File: src/rtl/ram_arbiter.sv
// ram_arbiter: two-port round-robin arbiter in front of a single-port RAM.
// Each transaction is IDLE -> ACCESS -> RESP: one grant pulse in ACCESS, one
// response pulse in RESP, so one transaction completes every three cycles.
//
// Ports
//   clk, reset          clock, asynchronous active-low reset
//   pN_req/we/addr/wdata requester N (N=0,1) request, held until pN_gnt
//   pN_gnt              one-cycle accept pulse (ACCESS cycle)
//   pN_rvalid           one-cycle completion pulse (RESP cycle)
//   pN_rdata, pN_err    read data / out-of-range flag, qualified by pN_rvalid
//   ram_*               single-port RAM interface, combinational read data
//   busy                high whenever the FSM is not idle
module ram_arbiter #(
  parameter int unsigned DEPTH  = 1024,
  parameter int unsigned DATA_W = 32
) (
  input  logic              clk,
  input  logic              reset,
  input  logic              p0_req,
  input  logic              p0_we,
  input  logic [31:0]       p0_addr,
  input  logic [DATA_W-1:0] p0_wdata,
  output logic              p0_gnt,
  output logic              p0_rvalid,
  output logic [DATA_W-1:0] p0_rdata,
  output logic              p0_err,
  input  logic              p1_req,
  input  logic              p1_we,
  input  logic [31:0]       p1_addr,
  input  logic [DATA_W-1:0] p1_wdata,
  output logic              p1_gnt,
  output logic              p1_rvalid,
  output logic [DATA_W-1:0] p1_rdata,
  output logic              p1_err,
  output logic [31:0]       ram_addr,
  output logic [DATA_W-1:0] ram_data_in,
  output logic              ram_read_enable,
  output logic              ram_write_enable,
  input  logic [DATA_W-1:0] ram_data_out,
  output logic              busy
);

  localparam logic [31:0] DepthW = 32'(DEPTH);

  typedef enum logic [1:0] {StIdle, StAccess, StResp} state_e;

  state_e              state_q;
  logic                owner_q;  // port that owns the in-flight transaction
  logic                last_q;   // port granted most recently
  logic                we_q;
  logic [31:0]         addr_q;
  logic [DATA_W-1:0]   wdata_q;
  logic [DATA_W-1:0]   rdata_q;
  logic                err_q;
  logic                win_d;
  logic                in_range;
  logic                access;
  logic                resp;

  // Contention goes to the port not granted last; otherwise the sole requester.
  always_comb begin
    win_d = (p0_req && p1_req) ? ~last_q : ~p0_req;
  end

  assign in_range = (addr_q < DepthW);
  assign access   = (state_q == StAccess);
  assign resp     = (state_q == StResp);

  always_ff @(posedge clk or negedge reset) begin
    if (!reset) begin
      state_q <= StIdle;
      owner_q <= 1'b0;
      last_q  <= 1'b1;
      we_q    <= 1'b0;
      addr_q  <= '0;
      wdata_q <= '0;
      rdata_q <= '0;
      err_q   <= 1'b0;
    end else begin
      unique case (state_q)
        StIdle: begin
          if (p0_req || p1_req) begin
            state_q <= StAccess;
            owner_q <= win_d;
            last_q  <= win_d;
            we_q    <= win_d ? p1_we    : p0_we;
            addr_q  <= win_d ? p1_addr  : p0_addr;
            wdata_q <= win_d ? p1_wdata : p0_wdata;
          end
        end
        StAccess: begin
          state_q <= StResp;
          rdata_q <= (in_range && !we_q) ? ram_data_out : '0;
          err_q   <= ~in_range;
        end
        StResp: begin
          state_q <= StIdle;
          rdata_q <= '0;
          err_q   <= 1'b0;
        end
        default: state_q <= StIdle;
      endcase
    end
  end

  always_comb begin
    p0_gnt           = access && !owner_q;
    p1_gnt           = access && owner_q;
    p0_rvalid        = resp && !owner_q;
    p1_rvalid        = resp && owner_q;
    p0_rdata         = p0_rvalid ? rdata_q : '0;
    p1_rdata         = p1_rvalid ? rdata_q : '0;
    p0_err           = p0_rvalid && err_q;
    p1_err           = p1_rvalid && err_q;
    ram_read_enable  = access && in_range && !we_q;
    // Gate with reset so a reset edge inside ACCESS can never commit a write.
    ram_write_enable = access && in_range && we_q && reset;
    ram_addr         = (access && in_range) ? addr_q : '0;
    ram_data_in      = (access && in_range && we_q) ? wdata_q : '0;
    busy             = (state_q != StIdle);
  end

endmodule

File: config.mk
export PLATFORM = sky130hd
export DESIGN_NAME = ram_arbiter
export DESIGN_NICKNAME = d
export VERILOG_FILES = /design/src/rtl/ram_arbiter.sv
export SDC_FILE = /design/constraint.sdc
export NUM_CORES = 1
export LEC_CHECK = 0
export ABC_AREA = 1
export CAP_MARGIN = 10
export CORE_MARGIN = 2
export CORE_UTILIZATION = 28
export CTS_CLUSTER_DIAMETER = 60
export CTS_CLUSTER_SIZE = 40
export DETAILED_ROUTE_END_ITERATION = 10
export PLACE_DENSITY = 0.72
export SYNTH_ARGS = -nofsm -noshare
export SYNTH_HDL_FRONTEND = slang
export SYNTH_SLANG_ARGS = --single-unit
File: constraint.sdc
create_clock -name clk -period 1.9 [get_ports clk]
set_input_delay 0.19 -clock clk [delete_from_list [all_inputs] [get_ports clk]]
set_output_delay 0.19 -clock clk [all_outputs]
set_load 0.005 [all_outputs]
* Word level (Yosys, flattened, before mapping) *
Cells that the tools add are included.

word-level totals
  flip-flop bits (word level) = 102
  input port bits = 166
  output and inout port bits = 137

cells by class
  magnitude comparators = 1
  eq/ne operators = 3
  multiplexer cells = 13
  bitwise operators = 3
  reductions and logical operators = 19

operators by type and width
  kind                  count
  $mux 32               7
  $pmux 32 s2           1
  $lt 32x11->1 const B  1
  $logic_and 1x1->1     12
  $pmux 2 s2            1
  $reduce_bool 2->1     2
  $not 1->1             3
  $eq 2x1->1 const B    1
  $eq 2x2->1 const B    1
  $logic_not 1->1       2
  $logic_not 2->1       1
  $mux 1                2
  $mux 2                1
  $ne 2x2->1 const B    1
  $pmux 1 s2            1
  $reduce_and 2->1      1
  $logic_or 1x1->1      1

* Depth between registers and ports, before layout *
  word-level depth = 4
  depth in mapped cells = 9
  depth with buffers taken out = 7

* Worst setup path after synthesis *
No wires, ideal clock.

  path type = flip-flop to flip-flop
  from = register state_q[0]
  to = register addr_q[10]
  library setup time = 0.082 ns
  data arrival time = 1.428 ns
  data required time = 1.818 ns
  setup slack = 0.391 ns
  cell stages (with the launch flop) = 10
  path buffers = 2
  period minus slack after synthesis = 1.509 ns
  cell sequence = dfrtp_1 > inv_1 > ha_1 > inv_2 > nor2_2 > nor2_2 > buf_2 > buf_2 > nor2_1 > a31oi_1

on the way
  word-level cells in the longest chain between the ends = 2

RTL lines
  item                        RTL line  RTL
  from (decl)                 47        state_e state_q;
  from (signal assigned)      71        state_q <= StIdle;
  from (signal assigned)      83        state_q <= StAccess;
  from (signal assigned)      92        state_q <= StResp;
  $logic_not 2->1             80        unique case (state_q)
  $reduce_and 2->1 (no line)  n/a
  to (signal assigned)        87        addr_q <= win_d ? p1_addr : p0_addr;
  to (decl)                   51        logic [31:0] addr_q;

Every way passes these cells.
A chain may end at the register's enable or synchronous reset.

* Worst setup path after layout *
  from = register addr_q[11]
  to = output port ram_data_in[1]

on the way
  word-level cells in the longest chain between the ends = 4

RTL lines
  item                             RTL line  RTL
  $lt 32x11->1                     65        assign in_range = (addr_q < DepthW);
  $logic_and 1x1->1 (2 in series)  119       ram_data_in = (access && in_range && we_q) ? wdata_q : '0;
  $mux 32                          119
  to (decl)                        36        output logic [DATA_W-1:0] ram_data_in,

Every way passes these cells.

==> impl_metrics.ini <==
[synth]
synthFlopType = dfrtp_1
synth_edf_count = 0
synth-compound-area-share_pct = 10.4
syn_inst = 839
synthAdderAreaFrac_pct = 0.873
yosys.area_share.simple_pct = 29.6
synth_mux_area_share_pct = 0
synth_cell_type_count = 23
async_flop_share_pct = 100
avgSynthCellArea_um2 = 6.83
synthesis.area_um2 = 5730
synth_top_family_by_area = simple AND/OR/NAND/NOR gates
synth_warnings = 0
ys_ff_latch = 102
synthXorXnorAreaFrac_pct = 0
yosysSeqAreaShare_pct = 44.6

[power_and_ir_drop]
p_total_mw = 10.8
vdd.ir_drop.worst_mv = 0.723
power_leakage_nw = 4.78
p_per_area_nw_per_um2 = 1100

[sta]
hold_violations = 0
setup_viol = 68
fmax_mhz = 474
tightest_slew_ps = 575
slew_viol_final = 0
relSlewSlack_pct = 61.7
period_share_pct = 111
fin_hold_ws_ps = 398
finalCriticalPeriod_ps = 2110
layout_setup_ws_ps = -209
skew_ps = 9.18
rsz0062_at_grt = true

[cells_and_area]
drive_above_1_share_pct = 22.7
fill_cells = 1987
fin_nets = 1309
diodes = 0
fin_util_pct = 48.4
area_growth_pct = 70.4

[cts]
cts_sinks = 102
clock_latency_ps = 350
cts_tree = yes
cts.htree.levels = 3
ctsRootBufferMaster = clkbuf_16
numCtsBuffers = 9
cts_buffer_depth = 2
clkTransAtPathRegs_ps = 70

[min_path]
hp-class = primary input to flip-flop

[critical_path]
path_class = flip-flop to primary output
cp_max_fo = 6
start_kind = flip-flop
cp.arrival_ps = 1920
worstPathRequired_ps = 1710
end_kind = primary output

[floorplan]
die_area_um2 = 21600
fp.dieH_um = 147
fp.dieW_um = 147
io_pins = 303
fp-row-count = 52
start_util_pct = 28.4
coreArea_um2 = 20200

[drt]
first_pass_iters = 4
num_vias = 6325
antenna_left = 0
viasPerCell = 4.47
drt_iter0_markers = 156
drc_errors = 0
wl_mm = 21.0
drt-wirelength-per-cell_um = 14.9

[global_route]
grt_max_degree = 103
grt_pass1_vias = 6009
grtUsageTotal_pct = 17.8
grt_pass1_wl_mm = 30.7
antenna_found_initial = 1
overflow = 0

[run_status]
status = finished with violations
violations = setup timing

[place]
gp_congestion = 0.796
post-place-ws_ps = -131
dpl.hpwl_mm = 13.6
portBuffers = 280

[job]
maxCapViolCount = 0
==> Yosys cell counts (2+ instances only) <==
cell type  instances  area share (%)
dfrtp_1          101              44
o21ai_0           50             4.4
buf_2             13             1.1
nand2_1          169              11
buf_4             25             3.3
clkbuf_1          25             1.6
nand3_1           32             2.8
inv_1            119             7.8
nor2_2             2            0.22
buf_1             10            0.65
o21ai_1            9            0.79
nor2_1           224              15
or2_1              2            0.22
a31oi_1           46             5.0
ha_1               4            0.87
==> placed cells by master (no fill, tap or decap), drive strengths merged, types with 2 or more instances in the layout <==
master           n
dfrtp          101
buf            124
clkdlybuf4s15    3
dlymetal6s2s     4
nand2          169
clkbuf          47
nand3           33
o21ai           59
dlygate4sd2      9
or2              2
inv            119
clkinvlp         3
ha               4
bufinv           2
a31oi           46
clkdlybuf4s50  164
nor2           227
conb            22
==> sequential cells by signal, summed over array words and instances (netlist names) <==
register  cells
addr_q       32
rdata_q      32
wdata_q      32
state_q       2
err_q         1
last_q        1
owner_q       1
we_q          1
==> metrics by stage <==
| step | cell area [µm²] | setup TNS [ps] | cells |
|---|---|---|---|
| after floorplan | 5810 | 0 | 860 |
| after global placement | 8870 | -3280 | 1364 |
| after detailed placement | 8870 | -4950 | 1364 |
| after CTS | 9400 | -9900 | 1399 |
| after global routing | 9770 | -16830 | 1414 |
| final | 9770 | -7050 | 1414 |
==> report_power, final <==
group | switching (mW) | leakage (nW) | total [mW] | internal, mW
combinational | 3.04 | 3.38 | 5.34 | 2.30
sequential | 0.433 | 1.25 | 3.39 | 2.96
clock | 0.854 | 0.148 | 2.05 | 1.19
==> repair_timing <==
action,in CTS,in global routing
endpoints found under the setup margin,115,133
hold endpoints to repair,101,0
pin swaps,4,11
hold buffers,1,0
resized for setup,315,224
gates cloned,4,8
setup buffers,14,10
==> worst max-delay path, cell delays in order, from the launching register on <==
cell and delay [ps]:
dfrtp_1 380, nor2_1 120, nand2_1 70, nor2_1 110
nand2_1 90, nor2_4 170, nand3_4 110, buf_12 160
clkbuf_16 170, nor2_2 80, buf_2 120
==> layer usage <==
metal | global-route usage (%) | wire (µm) | vias to the layer above
met1 | 20.7 | 8520 | 2947
met3 | 4.32 | 1400 | 28
met4 | 5.58 | 367 | 2
li1 | - | - | 3116
met5 | 0 | 10 | -
met2 | 32.2 | 10700 | 232
==> worst paths after layout <==
| check | from | to | slack [ps] | depth (start not counted) |
|---|---|---|---|---|
| max | addr_q[11]$_DFFE_PN0P_ | ram_data_in[1] | -210 | 10 |
| min | p0_wdata[25] | wdata_q[25]$_DFFE_PN0P_ | 400 | 3 |
| max reg2reg | state_q[1]$_DFFE_PN0P_ | wdata_q[19]$_DFFE_PN0P_ | 110 | 10 |
| min reg2reg | rdata_q[12]$_DFFE_PN0P_ | rdata_q[12]$_DFFE_PN0P_ | 480 | 2 |
| max in group asynchronous | reset | wdata_q[23]$_DFFE_PN0P_ | 950 | 3 |
| min in group asynchronous | reset | rdata_q[11]$_DFFE_PN0P_ | 520 | 3 |
==> final cells by class <==
type                            count  area, µm²  share of cell area (%)
Multi-Input combinational cell    565       2870                    29.4
Clock inverter                      5       82.6                   0.846
Clock buffer                       11        243                    2.49
Sequential cell                   102       2550                    26.1
Timing Repair Buffer              341       3220                    33.0
Tap cell                          270        338                    3.46
Inverter                          120        458                    4.69
==> cells by family after synthesis <==
group                      count (synthesis)
and+or+nand+nor                          432
other                                      1
adders and majority gates                  4
buffers and inverters                    193
DFF                                      102
AOI/OAI and AO/OA                        107
(Power assumes the default switching activity.)
